$ cat src/rtl/conv_tile_engine.sv
// Loop-tiled 2-D convolution engine: one signed multiply-accumulate per clock,
// each finished output pixel streamed on a valid/ready port with channel/row/col tags.
module conv_tile_engine #(
  parameter int unsigned DW    = 8,
  parameter int unsigned WW    = 8,
  parameter int unsigned AW    = 24,
  parameter int unsigned IN_H  = 11,
  parameter int unsigned IN_W  = 11,
  parameter int unsigned N_IN  = 3,
  parameter int unsigned N_OUT = 2,
  parameter int unsigned K     = 3,
  parameter int unsigned S     = 2,
  parameter int unsigned TR    = 2,
  parameter int unsigned TC    = 2,
  localparam int unsigned OUT_H = (IN_H - K) / S + 1,
  localparam int unsigned OUT_W = (IN_W - K) / S + 1,
  localparam int unsigned XN    = N_IN * IN_H * IN_W,
  localparam int unsigned WN    = N_OUT * N_IN * K * K,
  localparam int unsigned XAW   = (XN > 1) ? $clog2(XN) : 1,
  localparam int unsigned WAW   = (WN > 1) ? $clog2(WN) : 1,
  localparam int unsigned CHW   = (N_OUT > 1) ? $clog2(N_OUT) : 1,
  localparam int unsigned RW    = (OUT_H > 1) ? $clog2(OUT_H) : 1,
  localparam int unsigned CW    = (OUT_W > 1) ? $clog2(OUT_W) : 1
) (
  input  logic           clk,
  input  logic           rst,
  input  logic           in_we,
  input  logic [XAW-1:0] in_addr,
  input  logic [DW-1:0]  in_data,
  input  logic           w_we,
  input  logic [WAW-1:0] w_addr,
  input  logic [WW-1:0]  w_data,
  input  logic           start,
  input  logic           relu_en,
  output logic           busy,
  output logic           out_valid,
  input  logic           out_ready,
  output logic [AW-1:0]  out_data,
  output logic [CHW-1:0] out_ch,
  output logic [RW-1:0]  out_row,
  output logic [CW-1:0]  out_col,
  output logic           done
);

  localparam int unsigned TRW = (TR > 1) ? $clog2(TR) : 1;
  localparam int unsigned TCW = (TC > 1) ? $clog2(TC) : 1;
  localparam int unsigned TIW = (N_IN > 1) ? $clog2(N_IN) : 1;
  localparam int unsigned KW  = (K > 1) ? $clog2(K) : 1;

  typedef enum logic [1:0] {StIdle, StMac, StEmit, StDone} state_e;

  state_e state_q;

  logic signed [DW-1:0] x_mem [XN];
  logic signed [WW-1:0] w_mem [WN];

  logic [CHW-1:0] oc_q;
  logic [RW-1:0]  br_q;
  logic [CW-1:0]  bc_q;
  logic [TRW-1:0] trr_q;
  logic [TCW-1:0] tcc_q;
  logic [TIW-1:0] ti_q;
  logic [KW-1:0]  i_q, j_q;
  logic signed [AW-1:0] acc_q;
  logic relu_q;

  int unsigned r_n, c_n;
  logic [XAW-1:0] x_idx;
  logic [WAW-1:0] w_idx;
  logic signed [DW-1:0]    x_rd;
  logic signed [WW-1:0]    w_rd;
  logic signed [DW+WW-1:0] prod;
  logic signed [AW-1:0]    acc_sum;
  logic last_ti, last_tcc, last_trr, last_bc, last_br, last_oc, last_pix;

  // Arrays only change while idle, so a run always sees a stable operand set.
  always_ff @(posedge clk) begin
    if (in_we && state_q == StIdle) x_mem[in_addr] <= in_data;
    if (w_we && state_q == StIdle)  w_mem[w_addr] <= w_data;
  end

  always_comb begin
    r_n   = 32'(br_q) + 32'(trr_q);
    c_n   = 32'(bc_q) + 32'(tcc_q);
    x_idx = XAW'(32'(ti_q) * IN_H * IN_W + (S * r_n + 32'(i_q)) * IN_W + S * c_n + 32'(j_q));
    w_idx = WAW'(((32'(oc_q) * N_IN + 32'(ti_q)) * K + 32'(i_q)) * K + 32'(j_q));
    x_rd  = x_mem[x_idx];
    w_rd  = w_mem[w_idx];
    prod    = (DW+WW)'(x_rd) * (DW+WW)'(w_rd);
    acc_sum = acc_q + AW'(prod);
    last_ti  = (ti_q == TIW'(N_IN - 1));
    last_tcc = (32'(tcc_q) == TC - 1) || (c_n == OUT_W - 1);
    last_trr = (32'(trr_q) == TR - 1) || (r_n == OUT_H - 1);
    last_bc  = (32'(bc_q) + TC >= OUT_W);
    last_br  = (32'(br_q) + TR >= OUT_H);
    last_oc  = (32'(oc_q) == N_OUT - 1);
    last_pix = last_tcc && last_trr && last_bc && last_br && last_oc;
  end

  always_ff @(posedge clk or posedge rst) begin
    if (rst) begin
      state_q   <= StIdle;
      busy      <= 1'b0;
      out_valid <= 1'b0;
      out_data  <= '0;
      out_ch    <= '0;
      out_row   <= '0;
      out_col   <= '0;
      done      <= 1'b0;
      relu_q    <= 1'b0;
      oc_q      <= '0;
      br_q      <= '0;
      bc_q      <= '0;
      trr_q     <= '0;
      tcc_q     <= '0;
      ti_q      <= '0;
      i_q       <= '0;
      j_q       <= '0;
      acc_q     <= '0;
    end else begin
      unique case (state_q)
        StIdle: begin
          if (start) begin
            relu_q  <= relu_en;
            oc_q    <= '0;
            br_q    <= '0;
            bc_q    <= '0;
            trr_q   <= '0;
            tcc_q   <= '0;
            ti_q    <= '0;
            i_q     <= '0;
            j_q     <= '0;
            acc_q   <= '0;
            busy    <= 1'b1;
            state_q <= StMac;
          end
        end
        StMac: begin
          acc_q <= acc_sum;
          if (j_q != KW'(K - 1)) begin
            j_q <= j_q + KW'(1);
          end else begin
            j_q <= '0;
            if (i_q != KW'(K - 1)) begin
              i_q <= i_q + KW'(1);
            end else begin
              i_q <= '0;
              if (!last_ti) begin
                ti_q <= ti_q + TIW'(1);
              end else begin
                ti_q      <= '0;
                out_valid <= 1'b1;
                out_data  <= (relu_q && acc_sum[AW-1]) ? '0 : acc_sum;
                out_ch    <= oc_q;
                out_row   <= RW'(r_n);
                out_col   <= CW'(c_n);
                state_q   <= StEmit;
              end
            end
          end
        end
        StEmit: begin
          if (out_ready) begin
            out_valid <= 1'b0;
            acc_q     <= '0;
            done      <= last_pix;
            state_q   <= last_pix ? StDone : StMac;
            // Odometer over (oc, base_r, base_c, trr, tcc) with edge-tile clipping.
            if (!last_tcc) begin
              tcc_q <= tcc_q + TCW'(1);
            end else begin
              tcc_q <= '0;
              if (!last_trr) begin
                trr_q <= trr_q + TRW'(1);
              end else begin
                trr_q <= '0;
                if (!last_bc) begin
                  bc_q <= bc_q + CW'(TC);
                end else begin
                  bc_q <= '0;
                  if (!last_br) begin
                    br_q <= br_q + RW'(TR);
                  end else begin
                    br_q <= '0;
                    oc_q <= last_oc ? '0 : oc_q + CHW'(1);
                  end
                end
              end
            end
          end
        end
        StDone: begin
          done    <= 1'b0;
          busy    <= 1'b0;
          state_q <= StIdle;
        end
        default: state_q <= StIdle;
      endcase
    end
  end

endmodule
$ cat config.mk
export PLATFORM = sky130hd
export DESIGN_NAME = conv_tile_engine
export DESIGN_NICKNAME = d
export VERILOG_FILES = /design/src/rtl/conv_tile_engine.sv
export SDC_FILE = /design/constraint.sdc
export NUM_CORES = 2
export LEC_CHECK = 0
export CAP_MARGIN = 10
export CORE_MARGIN = 5
export CORE_UTILIZATION = 35
export CTS_CLUSTER_SIZE = 12
export DETAILED_ROUTE_END_ITERATION = 8
export PLACE_DENSITY = 0.48
export SYNTH_ARGS = -nofsm -noshare
export SYNTH_HDL_FRONTEND = slang
export SYNTH_SLANG_ARGS = --single-unit
$ cat constraint.sdc
create_clock -name clk -period 32.8 [get_ports clk]
set_input_delay 6.56 -clock clk [delete_from_list [all_inputs] [get_ports clk]]
set_output_delay 6.56 -clock clk [all_outputs]
set_load 0.01 [all_outputs]
==> results.tsv <==
metric	value	unit
cts_tree	built	
grt_overflow	0	
cap_violations	0	
fp.dieH	639	µm
cts-buffers-inserted	373	
cts_htree_levels	5	
grt_max_degree	148	
syn_to_final_growth	13.1	%
placed_cells	11800	
drive_above_1_share	22.5	%
crit_top_cell	buf_4	
async_reset_ff_share	2.17	%
start_util	35.0	%
detailed_place_hpwl	240000	µm
cp-start-kind	flip-flop	
rsz0062_at_grt	no	
min_path_type	flip-flop to flip-flop	
crit_buf_inv	13	
critPathMaxStageDelay	1.28	ns
firstDrtPassIters	7	
synth-edff-count	3336	
slew_headroom	13.1	%
gr-usage-all-layers	19.2	%
postRouteAntennaNets	0	
clkSinkCount	3410	
grt_pass1_vias	70000	
synth-warning-count	0	
fp.coreArea	395000	µm²
seq_area_frac_synth	73.7	%
endpoint_kind	flip-flop	
worstPathArrival	16.70	ns
required	33.59	ns
place_congestion	0.788	
worst_slew_pin_slew	1.29	ns
synthCells	6675	
drt_iter0_markers	7198	
tns	0	ns
finalHoldViolCount	0	
clock_path_buffers	4	
cts_setup_buffers	0	
cp_top_family	adder cells	
syn_area_per_cell	20.7	µm²
drc	0	
die_area	408000	µm²
grt_pass1_wl	559000	µm
synth-seq-cells	3410	
skew	0.0844	ns
cts_hold_buf	0	
path_clk_slew	0.06	ns
clockRootBuffer	clkbuf_16	
antenna_found_initial	16	
final_cells	12400	
setup_viol	0	
fmax	62.8	MHz
synthFlopType	edfxtp_1	
final.min_clock_period	15.91	ns
crit_slowest_cell	fa_4	
critPathKind	flip-flop to flip-flop	
rows	231	
cts.repair.resized	0	
status	finished clean	
final_util	39.6	%
wl_per_cell	32.0	µm
nFillCells	35000	
finalWirelength	399000	µm
finalCritPeriodShare	48.5	%
fin_nets	7186	
synth_area	138000	µm²
maxSlewViolCount	0	
io_pins	72	
ff_latch_area	102000	µm²
numPortBuffers	71	
cp_max_fo	41	
clk_latency	0.95	ns
viasPerCell	5.46	
via_count	68000	
ys_types	88	
die_x	639	µm
multi_input_area	34000	µm²
## worst paths after layout
kind | startpoint | end | slack [ns] | cells past startpoint
setup / recovery | ti_q[0] | out_data[20] | 16.89 | 40
hold / removal | out_col[2] | out_col[2] | 0.49 | 2
setup reg to reg | ti_q[0] | out_data[20] | 16.89 | 40
hold reg to reg | out_col[2] | out_col[2] | 0.49 | 2
max in group asynchronous | rst | out_data[17] | 25.91 | 3
min in group asynchronous | rst | acc_q[10] | 6.27 | 3
## cells by family (layout without fill, tap and decap cells)
group / after synthesis / in the layout / synth area share, %
XOR/XNOR: 43 / 43 / 0.272
AO/OA/AOI/OAI: 432 / 432 / 2.34
flip-flops: 3410 / 3410 / 73.7
buffers and inverters: 541 / 1062 / 2.08
adder cells (fa/ha/maj): 241 / 241 / 2.88
multiplexers: 1016 / 1016 / 15.7
AND/OR/NAND/NOR: 991 / 991 / 3.07
other: 1 / 11 / 0.00271
## synth_stat cells, types with 15 or more instances
cell	number	area share (%)
a21o_1	16	0.087
a21oi_1	62	0.22
a221oi_1	17	0.11
a22o_1	64	0.40
a22oi_1	72	0.39
a32oi_1	28	0.18
and2_1	15	0.068
buf_1	16	0.043
buf_2	100	0.36
buf_4	35	0.19
buf_6	48	0.39
clkbuf_1	147	0.40
dfrtp_1	74	1.3
edfxtp_1	3336	72
fa_1	130	1.9
ha_1	111	1.0
inv_1	174	0.47
mux2i_1	91	0.66
mux4_1	20	0.38
mux4_2	892	15
nand2_1	257	0.70
nand3_1	84	0.30
nand4_1	27	0.12
nor2_1	494	1.3
nor2b_1	24	0.11
nor3_1	23	0.083
o21ai_0	51	0.18
xnor2_1	26	0.16
xor2_1	17	0.11
## layer usage
metal | global-route usage [%] | up-vias | wire, µm
li1 | - | 27900 | -
met4 | 4.92 | 0 | 10700
met3 | 3.38 | 518 | 23800
met5 | 0 | - | 0
met2 | 31.5 | 2331 | 195000
met1 | 26.5 | 37300 | 169000
## tightest hold or removal path: stages, from the launching register on
cell and delay, ns:
dfrtp_1 0.34, nand2_1 0.05, o21ai_0 0.06
## final cells by class
type	count	share of cell area [%]
Multi-Input combinational cell	2727	21.7
Clock buffer	466	6.21
Clock inverter	201	1.10
Timing Repair Buffer	218	1.22
Tap cell	5242	4.19
Sequential cell	3410	65.2
Inverter	177	0.430
Antenna cell	7	0.0112
## registers in the layout (all words and copies together) (netlist names), 2 cells and up
name / count
j_q: 2
out_data: 24
br_q: 2
out_row: 3
ti_q: 2
out_col: 3
w_mem: 432
i_q: 2
acc_q: 24
x_mem: 2904
bc_q: 2
state_q: 2
## cells in the final DEF (no fill, tap or decap), drive strengths merged, types with 64 or more instances in the layout
| cell | instances |
|---|---|
| edfxtp | 3336 |
| mux4 | 912 |
| nor2 | 495 |
| clkbuf | 466 |
| nand2 | 257 |
| inv | 188 |
| clkinv | 169 |
| buf | 163 |
| fa | 130 |
| ha | 111 |
| mux2i | 91 |
| nand3 | 86 |
| dfrtp | 74 |
| a22oi | 73 |
| a22o | 64 |
## metrics by stage
stage | instance area (µm²) | setup slack, ns | hold WS (ns)
global route | 157000 | 16.11 | 0.518
floorplan | 138000 | 21.64 | 0.466
detailed placement | 145000 | 16.81 | 0.480
CTS | 157000 | 16.79 | 0.501
finish | 157000 | 16.89 | 0.495
global placement | 145000 | 17.00 | 0.486
Power is left out: the tool's default activity adds up to more than one toggle a clock period on the data nets, which glitch-free logic cannot reach.
